**config.mk**
```make
export PLATFORM = sky130hd
export DESIGN_NAME = multiexp_kernel_axi_read_master
export DESIGN_NICKNAME = d
export VERILOG_FILES = /design/src/rtl/multiexp_kernel_axi_read_master.sv
export SDC_FILE = /design/constraint.sdc
export NUM_CORES = 1
export LEC_CHECK = 0
export CORE_AREA = 2 2 471 473
export CTS_BUF_LIST = sky130_fd_sc_hd__clkbuf_4 sky130_fd_sc_hd__clkbuf_8 sky130_fd_sc_hd__clkbuf_16
export CTS_CLUSTER_SIZE = 30
export DETAILED_ROUTE_END_ITERATION = 10
export DIE_AREA = 0 0 473 475
export PLACE_DENSITY = 0.3
export SYNTH_ARGS = -nofsm -noshare
export SYNTH_HDL_FRONTEND = slang
export SYNTH_SLANG_ARGS = --single-unit
export TNS_END_PERCENT = 20
```
**constraint.sdc**
```tcl
create_clock -name clk -period 3.5 [get_ports clk]
set_input_delay 0.525 -clock clk [delete_from_list [all_inputs] [get_ports clk]]
set_output_delay 0.525 -clock clk [all_outputs]
set_load 0.01 [all_outputs]
```
**src/rtl/multiexp_kernel_axi_read_master.sv**
```systemverilog
// AXI4 read master: splits a byte transfer into fixed-length bursts and streams R data out.
// Optional sticky read-error flag enabled by defining MULTIEXP_KERNEL_RD_ERR_CHECK_EN.
module multiexp_kernel_axi_read_master #(
  parameter int C_ADDR_WIDTH      = 64,
  parameter int C_DATA_WIDTH      = 512,
  parameter int C_XFER_SIZE_WIDTH = 32,
  parameter int C_BURST_LEN       = 64,
  parameter int C_MAX_OUTSTANDING = 16
) (
  input  logic                         clk,
  input  logic                         rst,
  input  logic                         ctrl_start,
  input  logic [C_ADDR_WIDTH-1:0]      ctrl_addr_offset,
  input  logic [C_XFER_SIZE_WIDTH-1:0] ctrl_xfer_size_in_bytes,
  output logic                         ctrl_done,
  output logic                         ctrl_busy,
  output logic                         m_axi_arvalid,
  input  logic                         m_axi_arready,
  output logic [C_ADDR_WIDTH-1:0]      m_axi_araddr,
  output logic [7:0]                   m_axi_arlen,
  input  logic                         m_axi_rvalid,
  output logic                         m_axi_rready,
  input  logic [C_DATA_WIDTH-1:0]      m_axi_rdata,
  input  logic                         m_axi_rlast,
  input  logic [1:0]                   m_axi_rresp,
  output logic                         m_axis_tvalid,
  input  logic                         m_axis_tready,
  output logic [C_DATA_WIDTH-1:0]      m_axis_tdata,
  output logic                         m_axis_tlast,
  output logic                         rd_error
);

  localparam int BYTES  = C_DATA_WIDTH / 8;
  localparam int BSHIFT = $clog2(BYTES);
  localparam int BW     = C_XFER_SIZE_WIDTH + 1;
  localparam int OW     = $clog2(C_MAX_OUTSTANDING + 1);
  localparam logic [C_ADDR_WIDTH-1:0] ADDR_STEP =
    C_ADDR_WIDTH'(C_BURST_LEN * BYTES);
  localparam logic [BW-1:0] BLEN       = BW'(C_BURST_LEN);
  localparam logic [7:0]    FULL_ARLEN = 8'(C_BURST_LEN - 1);
  localparam logic [OW-1:0] MAX_OS     = OW'(C_MAX_OUTSTANDING);

  typedef enum logic [1:0] {IDLE, RUN, DONE} state_t;

  state_t                  state_q;
  logic [C_ADDR_WIDTH-1:0] araddr_q;
  logic [7:0]              arlen_q;
  logic [7:0]              final_arlen_q;
  logic                    arvalid_q;
  logic                    done_q;
  logic                    busy_q;
  logic [BW-1:0]           bursts_q, bursts_d;
  logic [OW-1:0]           outst_q, outst_d;

  logic [BW-1:0] beats, nbursts, rem_beats;
  logic [7:0]    final_arlen;
  logic          ar_hs, r_hs, rlast_hs, final_beat;

  // Burst plan derived from the requested byte count at start time
  always_comb begin
    beats = (BW'(ctrl_xfer_size_in_bytes) + BW'(BYTES - 1)) >> BSHIFT;
    nbursts = (beats + BLEN - BW'(1)) / BLEN;
    rem_beats = beats % BLEN;
    final_arlen = (rem_beats == '0) ? FULL_ARLEN
                                    : 8'(rem_beats - BW'(1));
  end

  assign ar_hs      = arvalid_q & m_axi_arready;
  assign r_hs       = (state_q == RUN) & m_axi_rvalid & m_axis_tready;
  assign rlast_hs   = r_hs & m_axi_rlast & (outst_q != '0);
  assign final_beat = (bursts_q == '0) & (outst_q == OW'(1));

  assign m_axi_rready  = m_axis_tready;
  assign m_axis_tvalid = m_axi_rvalid & (state_q == RUN);
  assign m_axis_tdata  = m_axi_rdata;
  assign m_axis_tlast  = m_axis_tvalid & m_axi_rlast & final_beat;

  assign m_axi_arvalid = arvalid_q;
  assign m_axi_araddr  = araddr_q;
  assign m_axi_arlen   = arlen_q;
  assign ctrl_done     = done_q;
  assign ctrl_busy     = busy_q;

  // Remaining-burst and in-flight counters after this cycle's handshakes
  always_comb begin
    bursts_d = ar_hs ? bursts_q - BW'(1) : bursts_q;
    outst_d  = outst_q;
    if (ar_hs && !rlast_hs)
      outst_d = outst_q + OW'(1);
    else if (!ar_hs && rlast_hs)
      outst_d = outst_q - OW'(1);
  end

  // Control FSM with registered AR channel and done/busy outputs
  always_ff @(posedge clk or posedge rst) begin
    if (rst) begin
      state_q       <= IDLE;
      araddr_q      <= '0;
      arlen_q       <= '0;
      final_arlen_q <= '0;
      arvalid_q     <= 1'b0;
      done_q        <= 1'b0;
      busy_q        <= 1'b0;
      bursts_q      <= '0;
      outst_q       <= '0;
    end else begin
      done_q <= 1'b0;
      unique case (state_q)
        IDLE: begin
          if (ctrl_start) begin
            araddr_q      <= ctrl_addr_offset;
            bursts_q      <= nbursts;
            final_arlen_q <= final_arlen;
            outst_q       <= '0;
            if (ctrl_xfer_size_in_bytes == '0) begin
              state_q <= DONE;
              done_q  <= 1'b1;
            end else begin
              state_q   <= RUN;
              busy_q    <= 1'b1;
              arvalid_q <= 1'b1;
              arlen_q   <= (nbursts == BW'(1)) ? final_arlen
                                               : FULL_ARLEN;
            end
          end
        end
        RUN: begin
          bursts_q  <= bursts_d;
          outst_q   <= outst_d;
          arvalid_q <= (bursts_d != '0) && (outst_d < MAX_OS);
          arlen_q   <= (bursts_d == BW'(1)) ? final_arlen_q
                                            : FULL_ARLEN;
          if (ar_hs)
            araddr_q <= araddr_q + ADDR_STEP;
          if (rlast_hs && final_beat) begin
            state_q   <= DONE;
            busy_q    <= 1'b0;
            done_q    <= 1'b1;
            arvalid_q <= 1'b0;
          end
        end
        DONE: state_q <= IDLE;
        default: state_q <= IDLE;
      endcase
    end
  end

`ifdef MULTIEXP_KERNEL_RD_ERR_CHECK_EN
  logic err_q;

  // Sticky flag for any non-OKAY response, cleared by a new transfer
  always_ff @(posedge clk or posedge rst) begin
    if (rst)
      err_q <= 1'b0;
    else if (state_q == IDLE && ctrl_start)
      err_q <= 1'b0;
    else if (r_hs && m_axi_rresp != 2'b00)
      err_q <= 1'b1;
  end

  assign rd_error = err_q;
`else
  logic unused_rresp;
  assign unused_rresp = ^m_axi_rresp;
  assign rd_error = 1'b0;
`endif

endmodule

```
# After elaboration in Yosys (flattened, before gate mapping)
# Index checks and enable logic that the tools add are counted.
# word_totals
wordCells	83
out_inout_bits	591
input_bits	617
reg_bits	123
# classes
n_lt_le_gt_ge	1
addsub	8
n_eq_ne	8
bitwise	8
mux	30
n_reduce_logical	19
# ops
cell	count
$mux W64	2
$pmux W64 S2	1
$logic_not A33 Y1	2
$mux W33	2
$pmux W33 S2	1
$add A64 B13 Y64 const B	1
$mux W8	5
$add A32 B6 Y33 const B	1
$eq A33 B1 Y1 const B	1
$reduce_bool A33 Y1	1
$sub A33 B1 Y33 const B	1
$logic_not A32 Y1	1
$sub A28 B1 Y29 const B	1
$add A27 B7 Y28 const B	1
$eq A27 B1 Y1 const B	1
$pmux W8 S2	1
$mux W5	3
$pmux W5 S2	1
$and A1 B1 Y1	8
$mux W1	7
$sub A6 B1 Y7 const B	1
$mux W2	3
$ne A2 B2 Y1 const B	3
$pmux W1 S2	3
other kinds (15)	22

# Longest topological paths before layout
# Gate-level depths: netlist of run 1.
# depth
word_depth	12
depth_mapped	14
depth_no_buf	13

# Worst setup path before layout of run 1
# Ideal clock, no wire load.
# synth_timing
path_kind	input-to-reg
startpoint	in ctrl_xfer_size_in_bytes[0]
endpoint	reg arlen_q[0], in the netlist m_axi_arlen[0]
setup_time_ns	0.154
path_stages	14
slack_ns	-0.030
n_path_buf	1
t_arrival_ns	3.376
required_ns	3.346
path_cell_list	nor4_1 nand2_1 nand2_1 xor2_1 ha_1 clkbuf_1 nand2_1 nor2_1 a2111oi_4 and4_1 a211oi_1 o2111ai_1 nor4_4 a221oi_1
# synth_via
elab_chain_len	8
elab_cells_between_ends	14
cone_classes	add/sub: 4; eq/ne: 2; mux: 5; reduce/logical: 3
# synth_lines
item	line	rtl
start: declaration	14	input logic [C_XFER_SIZE_WIDTH-1:0] ctrl_xfer_size_in_bytes,
$add A32 B6 Y33	61	beats = (BW'(ctrl_xfer_size_in_bytes) + BW'(BYTES - 1)) >> BSHIFT;
$add A27 B7 Y28	62	nbursts = (beats + BLEN - BW'(1)) / BLEN;
$sub A28 B1 Y29	62	
$eq A27 B1 Y1	122	arlen_q <= (nbursts == BW'(1)) ? final_arlen
$mux W8	122	
$mux W8	115	if (ctrl_xfer_size_in_bytes == '0) begin
$mux W8	110	if (ctrl_start) begin
$pmux W8 S2	108	unique case (state_q)
end signal: assignment	122	
end signal: assignment	131	arlen_q <= (bursts_d == BW'(1)) ? final_arlen_q
end: declaration	47	logic [7:0] arlen_q;
# Several ways; a longest one is shown, not always the timed one. The select of a mux whose other input is x is not followed.
# A chain may end at the register's enable or synchronous reset.

# Final worst setup path of run 1
# layout_timing
startpoint	in ctrl_xfer_size_in_bytes[0]
endpoint	reg arlen_q[6], in the netlist m_axi_arlen[6]
# The elaborated chain is that of the path after synthesis.

==> results of run 1 <==
==> routing by layer <==
metal / global-route usage [%] / vias up
met5: 1.233 / -
met4: 6.986 / 8
li1: - / 4755
met1: 6.222 / 4855
met2: 12.33 / 902
met3: 9.223 / 363
==> sequential cells by signal (all words and copies together), names as in the netlist <==
register	count
state_q	2
m_axi_araddr	64
bursts_q	33
final_arlen_q	7
ctrl_done	1
outst_q	5
ctrl_busy	1
m_axi_arlen	7
m_axi_arvalid	1
==> per-stage QoR <==
| step | cell area (um2) | utilization (%) |
|---|---|---|
| 2_1_floorplan | 12390 | - |
| 3_3_place_gp | 15190 | 6.934 |
| 3_5_place_dp | 15190 | 6.934 |
| 4_1_cts | 15820 | 7.219 |
| 5_1_grt | 15900 | 7.259 |
| 6_report | 15900 | 7.259 |
==> where the power goes <==
group | switching, W | internal, W
clock network | 0.00103 | 0.000945
registers | 0.000165 | 0.00152
logic | 0.000647 | 0.000582
total | 0.00184 | 0.00304
==> cell usage in the layout (no fill, tap or decap), types with 4 or more instances in the layout <==
| master | n |
|---|---|
| o31ai_1 | 7 |
| a21o_1 | 6 |
| buf_12 | 8 |
| inv_8 | 4 |
| xor2_1 | 16 |
| nand2_1 | 145 |
| nor3_1 | 45 |
| or2_2 | 9 |
| o22ai_1 | 21 |
| a32oi_1 | 7 |
| clkdlybuf4s50_1 | 179 |
| clkinvlp_4 | 4 |
| clkbuf_16 | 17 |
| o221ai_1 | 4 |
| a2bb2oi_1 | 8 |
| and2_1 | 12 |
| o2bb2ai_1 | 5 |
| inv_1 | 26 |
| and3_1 | 21 |
| ha_1 | 6 |
| or4_1 | 7 |
| a221oi_1 | 14 |
| a31oi_1 | 8 |
| buf_4 | 181 |
| xnor2_1 | 25 |
| dfrtp_1 | 120 |
| nand3_1 | 44 |
| nor4_1 | 19 |
| a22oi_1 | 17 |
| nand4_1 | 21 |
| or3_1 | 9 |
| inv_6 | 5 |
| a22o_1 | 4 |
| a21oi_1 | 101 |
| o21ai_0 | 105 |
| nor2_1 | 124 |
| and4_1 | 11 |
| mux2i_1 | 5 |
==> synth_stat cells, types with 4 or more instances <==
cell | instances | area, um2
ha_1 | 7 | 87.58
dfrtp_1 | 121 | 3028
or4_1 | 7 | 52.55
nor4_1 | 20 | 125.1
o2bb2ai_1 | 5 | 43.79
o221ai_1 | 4 | 35.03
or2_2 | 9 | 56.30
inv_1 | 27 | 101.4
o21ai_0 | 107 | 535.5
o22ai_1 | 21 | 131.4
a22o_1 | 4 | 35.03
a31oi_1 | 8 | 50.05
and2_1 | 12 | 75.07
or3_1 | 10 | 62.56
and4_1 | 11 | 96.34
nand2b_1 | 4 | 25.02
a2bb2oi_1 | 8 | 70.07
mux2i_1 | 5 | 50.05
nand2_1 | 147 | 551.8
a21oi_1 | 103 | 515.5
nor3_1 | 45 | 225.2
nand4_1 | 21 | 131.4
nor2_1 | 125 | 469.2
buf_1 | 7 | 26.28
and3_1 | 21 | 131.4
a221oi_1 | 14 | 122.6
nand3_1 | 44 | 220.2
nor2b_1 | 4 | 25.02
a21o_1 | 6 | 45.04
xor2_1 | 17 | 148.9
a22oi_1 | 17 | 127.6
o31ai_1 | 8 | 60.06
buf_4 | 515 | 3866
a32oi_1 | 7 | 61.31
clkbuf_1 | 58 | 217.7
xnor2_1 | 26 | 227.7
==> timing repair <==
action	in CTS	in global routing
setup buffers	3	0
gates resized for setup	8	19
hold endpoints to repair	0	0
hold buffers	0	0
gates cloned	0	0
pin swaps	2	4
endpoints found under the setup margin	8	12
==> cells by family after synthesis <==
| logic type | after synthesis | synth area share, % |
|---|---|---|
| buffers and inverters | 610 | 34.16 |
| AND/OR/NAND/NOR | 498 | 19.64 |
| AO/OA/AOI/OAI | 345 | 17.30 |
| flip-flops | 121 | 24.44 |
| XOR/XNOR | 43 | 3.040 |
| multiplexers | 8 | 0.6768 |
| adder cells (fa/ha/maj) | 7 | 0.7070 |
| other | 1 | 0.03027 |
==> worst max-delay path by stage <==
stage / cells after the start / startpoint / endpoint / slack, ns
after global placement: 15 / ctrl_xfer_size_in_bytes[0] / m_axi_arlen[1] / -0.96
after floorplan: 14 / ctrl_xfer_size_in_bytes[0] / m_axi_arlen[0] / -0.03
after detailed placement: 15 / ctrl_xfer_size_in_bytes[0] / m_axi_arlen[1] / -0.96
final: 12 / ctrl_xfer_size_in_bytes[0] / m_axi_arlen[6] / 0.04
after CTS: 15 / ctrl_xfer_size_in_bytes[0] / m_axi_arlen[6] / 0.001
after global routing: 10 / bursts_q[23] / m_axis_tlast / -0.005
==> cell type report <==
type | instances | area [um2]
Antenna cell | 1 | 2.502
Clock buffer | 17 | 425.4
Clock inverter | 15 | 152.6
Fill cell | 25780 | 203200
Inverter | 28 | 108.9
Multi-Input combinational cell | 902 | 5270
Sequential cell | 121 | 3029
Tap cell | 2871 | 3592
Timing Repair Buffer | 369 | 3322
==> metrics, run 1 <==
status completed; cts bufs inserted 17; Final Hold Fails 0; top cell family by delay on the critical path simple AND/OR/NAND/NOR gates; Routed WL 98,980 um; DP Worst Slack -0.9558 ns; Power Dens Cells 307.1 nW/um2; # rows 172; R2R cell count 12; instance count of the mapped netlist 1,633; Slowest Stage Delay on Critical Path 0.56 ns; Antenna Nets Post-Route 0; Netlist Area Pre-Place 12,390 um2; initial drt markers 623; R2R Path End m_axi_arlen[5]; # clock sinks 121; buffers added on ports 180; I/O pin count 1,208; worst rel slew slack 39.67%; post-synthesis sequential area ratio 24.44%; kind of critical path in2reg; CTS max path bufs 2; clk_lat worst skew 0.56 ns; Final setup viols 0; worst ir drop on vdd 422.1 uV; initial antenna violation count 11; R2R Setup Slk 0.30 ns; DRT Pass-1 Iters 5; Overall Global Routing Usage 8.523%; wl on met1 25,410 um; gr ovfl total 0; synthesized flop and latch total 121; Initial Util 5.654%; Period minus WS final 3.459 ns; fin crit share 98.83%; metal3 WL 23,270 um; Worst-path clk slew 0.11 ns; Synth Area per Inst 7.585 um2; DRC Markers 0; crit path launch type primary input; max_cap viols 0; Root Driver clkbuf_16; drt wl/cell 22.89 um; H-tree Lvls 4; Reg-to-Reg Start bursts_q[23]; full die area 224,700 um2; Nets 2,063; hold_ws 0.4280 ns; CORE AREA 219,100 um2; CP max stage cell or4_4; largest net degree at the start of global routing 102; Worst Path Buf+Inv 3; total power draw 0.004884 W; Hold Path Class in2async; post-synthesis cell type count 73; Crit Path Max Fanout 7; WL met2 41,540 um; die span in x 473 um; final std cells w/o fill 4,324; ys async rst share 100.0%; count of pins over their slew limit 0; slack of the critical path 0.04092 ns; Via density 2.517; synth-to-layout area growth 28.38%; sum of negative setup slack 0 ns; vias in the first global route 11,060; Leakage 5.280 nW; unrepaired setup endpoints after global routing yes; Placed Instances 4,288; share of post-route cells with drive strength above 1 18.32%; Main synth FF type dfrtp_1; Post-synth EDFFs 0; syn nets 2,257; Worst EP arrival 3.88 ns; Ys Warns 0; Worst Tran Pin Value 0.9050 ns; first-pass GRT wire length 123,400 um; CTS tree built; Max Fclk 289.1 MHz; vias 10,880; GP Congestion 0.7240; Detail Placement HPWL 84,520 um; critical path, cell by cell clkdlybuf4s50_1 -> buf_4 -> or4_4 -> o211a_4 -> xnor2_2 -> or4_1 -> o311ai_1 -> o31ai_2 -> nand4_1 -> nor4_4 -> buf_6 -> a221o_1; Setup crit end kind register; Die Span Y 475 um; final setup skew 0.04938 ns; Max Used Layer met5; required time of the worst setup path 3.92 ns
Power figures use the tool's default switching activity.
==> inputs of run 2 (changes only) <==
- CORE_AREA: 2 2 471 473 -> 2 2 467 469
- DIE_AREA: 0 0 473 475 -> 0 0 469 471
- DONT_BUFFER_PORTS: not set -> 1
==> metrics, run 2 (same netlist as run 1, synthesis figures left out) <==
status completed; Reg-to-Reg Start bursts_q[0]; Final setup viols 0 (unchanged); clk_lat worst skew 0.54 ns (-0.02 ns); initial drt markers 803 (+29%); Detail Placement HPWL 80,720 um (-4.5%); Worst-path clk slew 0.09 ns (-0.02 ns); Routed WL 95,410 um (-3.6%); Layout Utilization 6.239% (-1.0 points); drt wl/cell 23.51 um (+2.7%); total power draw 0.004618 W (-5.4%); most common cell after layout, fill and taps aside nand2_1; max_cap viols 0 (unchanged); Worst Path Buf+Inv 2 (-1); Slowest Stage Delay on Critical Path 0.44 ns (-0.12 ns); GP Congestion 0.7258 (+0.25%); commonest cells after routing, fill and taps aside 147 x nand2_1, 123 x nor2_1, 121 x dfrtp_1, 109 x buf_4, 106 x o21ai_0; vias 9,897 (-9.1%); DRC Markers 0 (unchanged); Antenna Nets Post-Route 0 (unchanged); Hold Path Class in2reg; Nets 1,810 (-12%); # clock sinks 121 (unchanged); Overall Global Routing Usage 8.332% (-0.19 points); Max Fclk 302.1 MHz (+4.5%); crit path launch type register; CP Launch Point bursts_q[23]; Initial Util 5.732% (+0.078 points); vias in the first global route 9,880 (-11%); max reg flops 64 (unchanged); Root Driver clkbuf_16; gr ovfl total 0 (unchanged); count of pins over their slew limit 0 (unchanged); critical path, cell by cell or3_1 -> nor3_2 -> buf_4 -> nand3_1 -> nor4bb_1 -> nand3_2 -> nor2_1 -> buf_4; Worst Min Path Start ctrl_addr_offset[11]; top cell family by delay on the critical path simple AND/OR/NAND/NOR gates; Setup crit end kind primary output; required time of the worst setup path 2.97 ns (-0.95 ns); CORE AREA 216,100 um2 (-1.4%); synth-to-layout area growth 8.848%; Crit Path Max Fanout 5 (-2); CTS tree built; worst rel slew slack 36.28% (-3.4 points); Die Span Y 471 um (-0.84%); # rows 171 (-0.58%); Final Hold Fails 0 (unchanged); cts bufs inserted 17 (unchanged); fin crit share 94.58% (-4.2 points); final setup skew 0.02213 ns (-0.02724 ns); Leakage 4.277 nW (-19%); Power Dens Cells 342.5 nW/um2 (+12%); share of post-route cells with drive strength above 1 15.35% (-3.0 points); CP max stage cell or3_1; I/O pin count 1,208 (unchanged); buffers added on ports 0 (-100%); Worst EP arrival 2.79 ns (-1.09 ns); unrepaired setup endpoints after global routing no; DRT Pass-1 Iters 5 (unchanged); die span in x 469 um (-0.85%); CTS max path bufs 2 (unchanged); initial antenna violation count 9 (-2); first-pass GRT wire length 116,800 um (-5.4%); Via density 2.439 (-3.1%); Worst Tran Pin Value 0.9558 ns (+0.05078 ns); sum of negative setup slack 0 ns (unchanged); largest net degree at the start of global routing 102 (unchanged); worst ir drop on vdd 425.9 uV (+0.90%); H-tree Lvls 4 (unchanged); full die area 220,900 um2 (-1.7%); Fill cells 25,530 (-0.94%); Period minus WS final 3.310 ns (-0.1487 ns); kind of critical path reg2out; Worst path most repeated cell buf_4
-- run 2: cell count changes in the layout (fill, tap and decap cells not counted), moves of 2 or more --
cell	delta
buf_4	-72
nor3_2	+2
nand3_1	-2
clkdlybuf4s50_1	-179
nand2_2	-2
nand3_2	+2
nand2_1	+2
diode_2	+4
clkinvlp_4	-3
nor3_1	-2
inv_8	+3
buf_12	-2
-- run 2: report_power, final --
part           switching (W)  internal [W]
Clock                0.00105      0.000961
Combinational       0.000548      0.000377
Sequential          0.000164       0.00152
-- run 2: worst paths after layout --
| kind | slack [ns] | depth (start not counted) | end |
|---|---|---|---|
| min in group asynchronous | 0.61 | 3 | m_axi_araddr[58] |
| max reg2reg | 0.26 | 12 | m_axi_arlen[5] |
| max | 0.19 | 8 | m_axis_tlast |
| max in group asynchronous | 2.44 | 3 | m_axi_araddr[18] |
| min | 0.09 | 2 | m_axi_araddr[11] |
| min reg2reg | 0.49 | 2 | final_arlen_q[6] |
-- run 2: final cells by class --
cell class	count	area (um2)	share of cell area, %
flip-flops and latches	121	3028	22.46
clock inverters	15	163.9	1.216
repair buffers	116	948.4	7.034
inverters	28	108.9	0.8073
multi-input cells	902	5225	38.75
well taps	2854	3571	26.48
clock buffers	17	425.4	3.155
diodes	5	12.51	0.09280
-- run 2: per-layer routing --
layer / vias up / share of wire (%) / track usage [%]
li1: 4252 / - / -
met3: 352 / 24 / 9.117
met1: 4469 / 26 / 6.096
met4: 8 / 7.0 / 5.683
met2: 816 / 43 / 12.40
met5: - / 0.42 / 1.493
-- run 2: through the flow --
step | hold WS (ns) | setup WS (ns) | std cells | area, um2
after floorplan | 0.4490 | -0.02957 | 1633 | 12390
after global placement | 0.4615 | -0.3995 | 4019 | 12810
after detailed placement | 0.4706 | -0.4195 | 4019 | 12810
after CTS | 0.01750 | 0.008059 | 4052 | 13420
after global routing | 0.04551 | 0.007869 | 4054 | 13470
final | 0.09243 | 0.1896 | 4058 | 13480
-- run 2: timing repair --
item | 4_1_cts | 5_1_grt
setup endpoints to repair | 11 | 13
cloned | 0 | 0
hold endpoints to repair | 25 | 0
pin swaps | 0 | 1
setup buffers | 0 | 1
resized for setup | 4 | 8
hold buffers | 1 | 0
-- run 2: worst register-to-register path, delay by kind of cell, from the launching register on --
family / cells / cell delay, ns
buffers and inverters: 3 / 0.56
AND/OR/NAND/NOR: 6 / 1.69
XOR/XNOR: 1 / 0.16
AO/OA/AOI/OAI: 2 / 0.33
flip-flops: 1 / 0.38
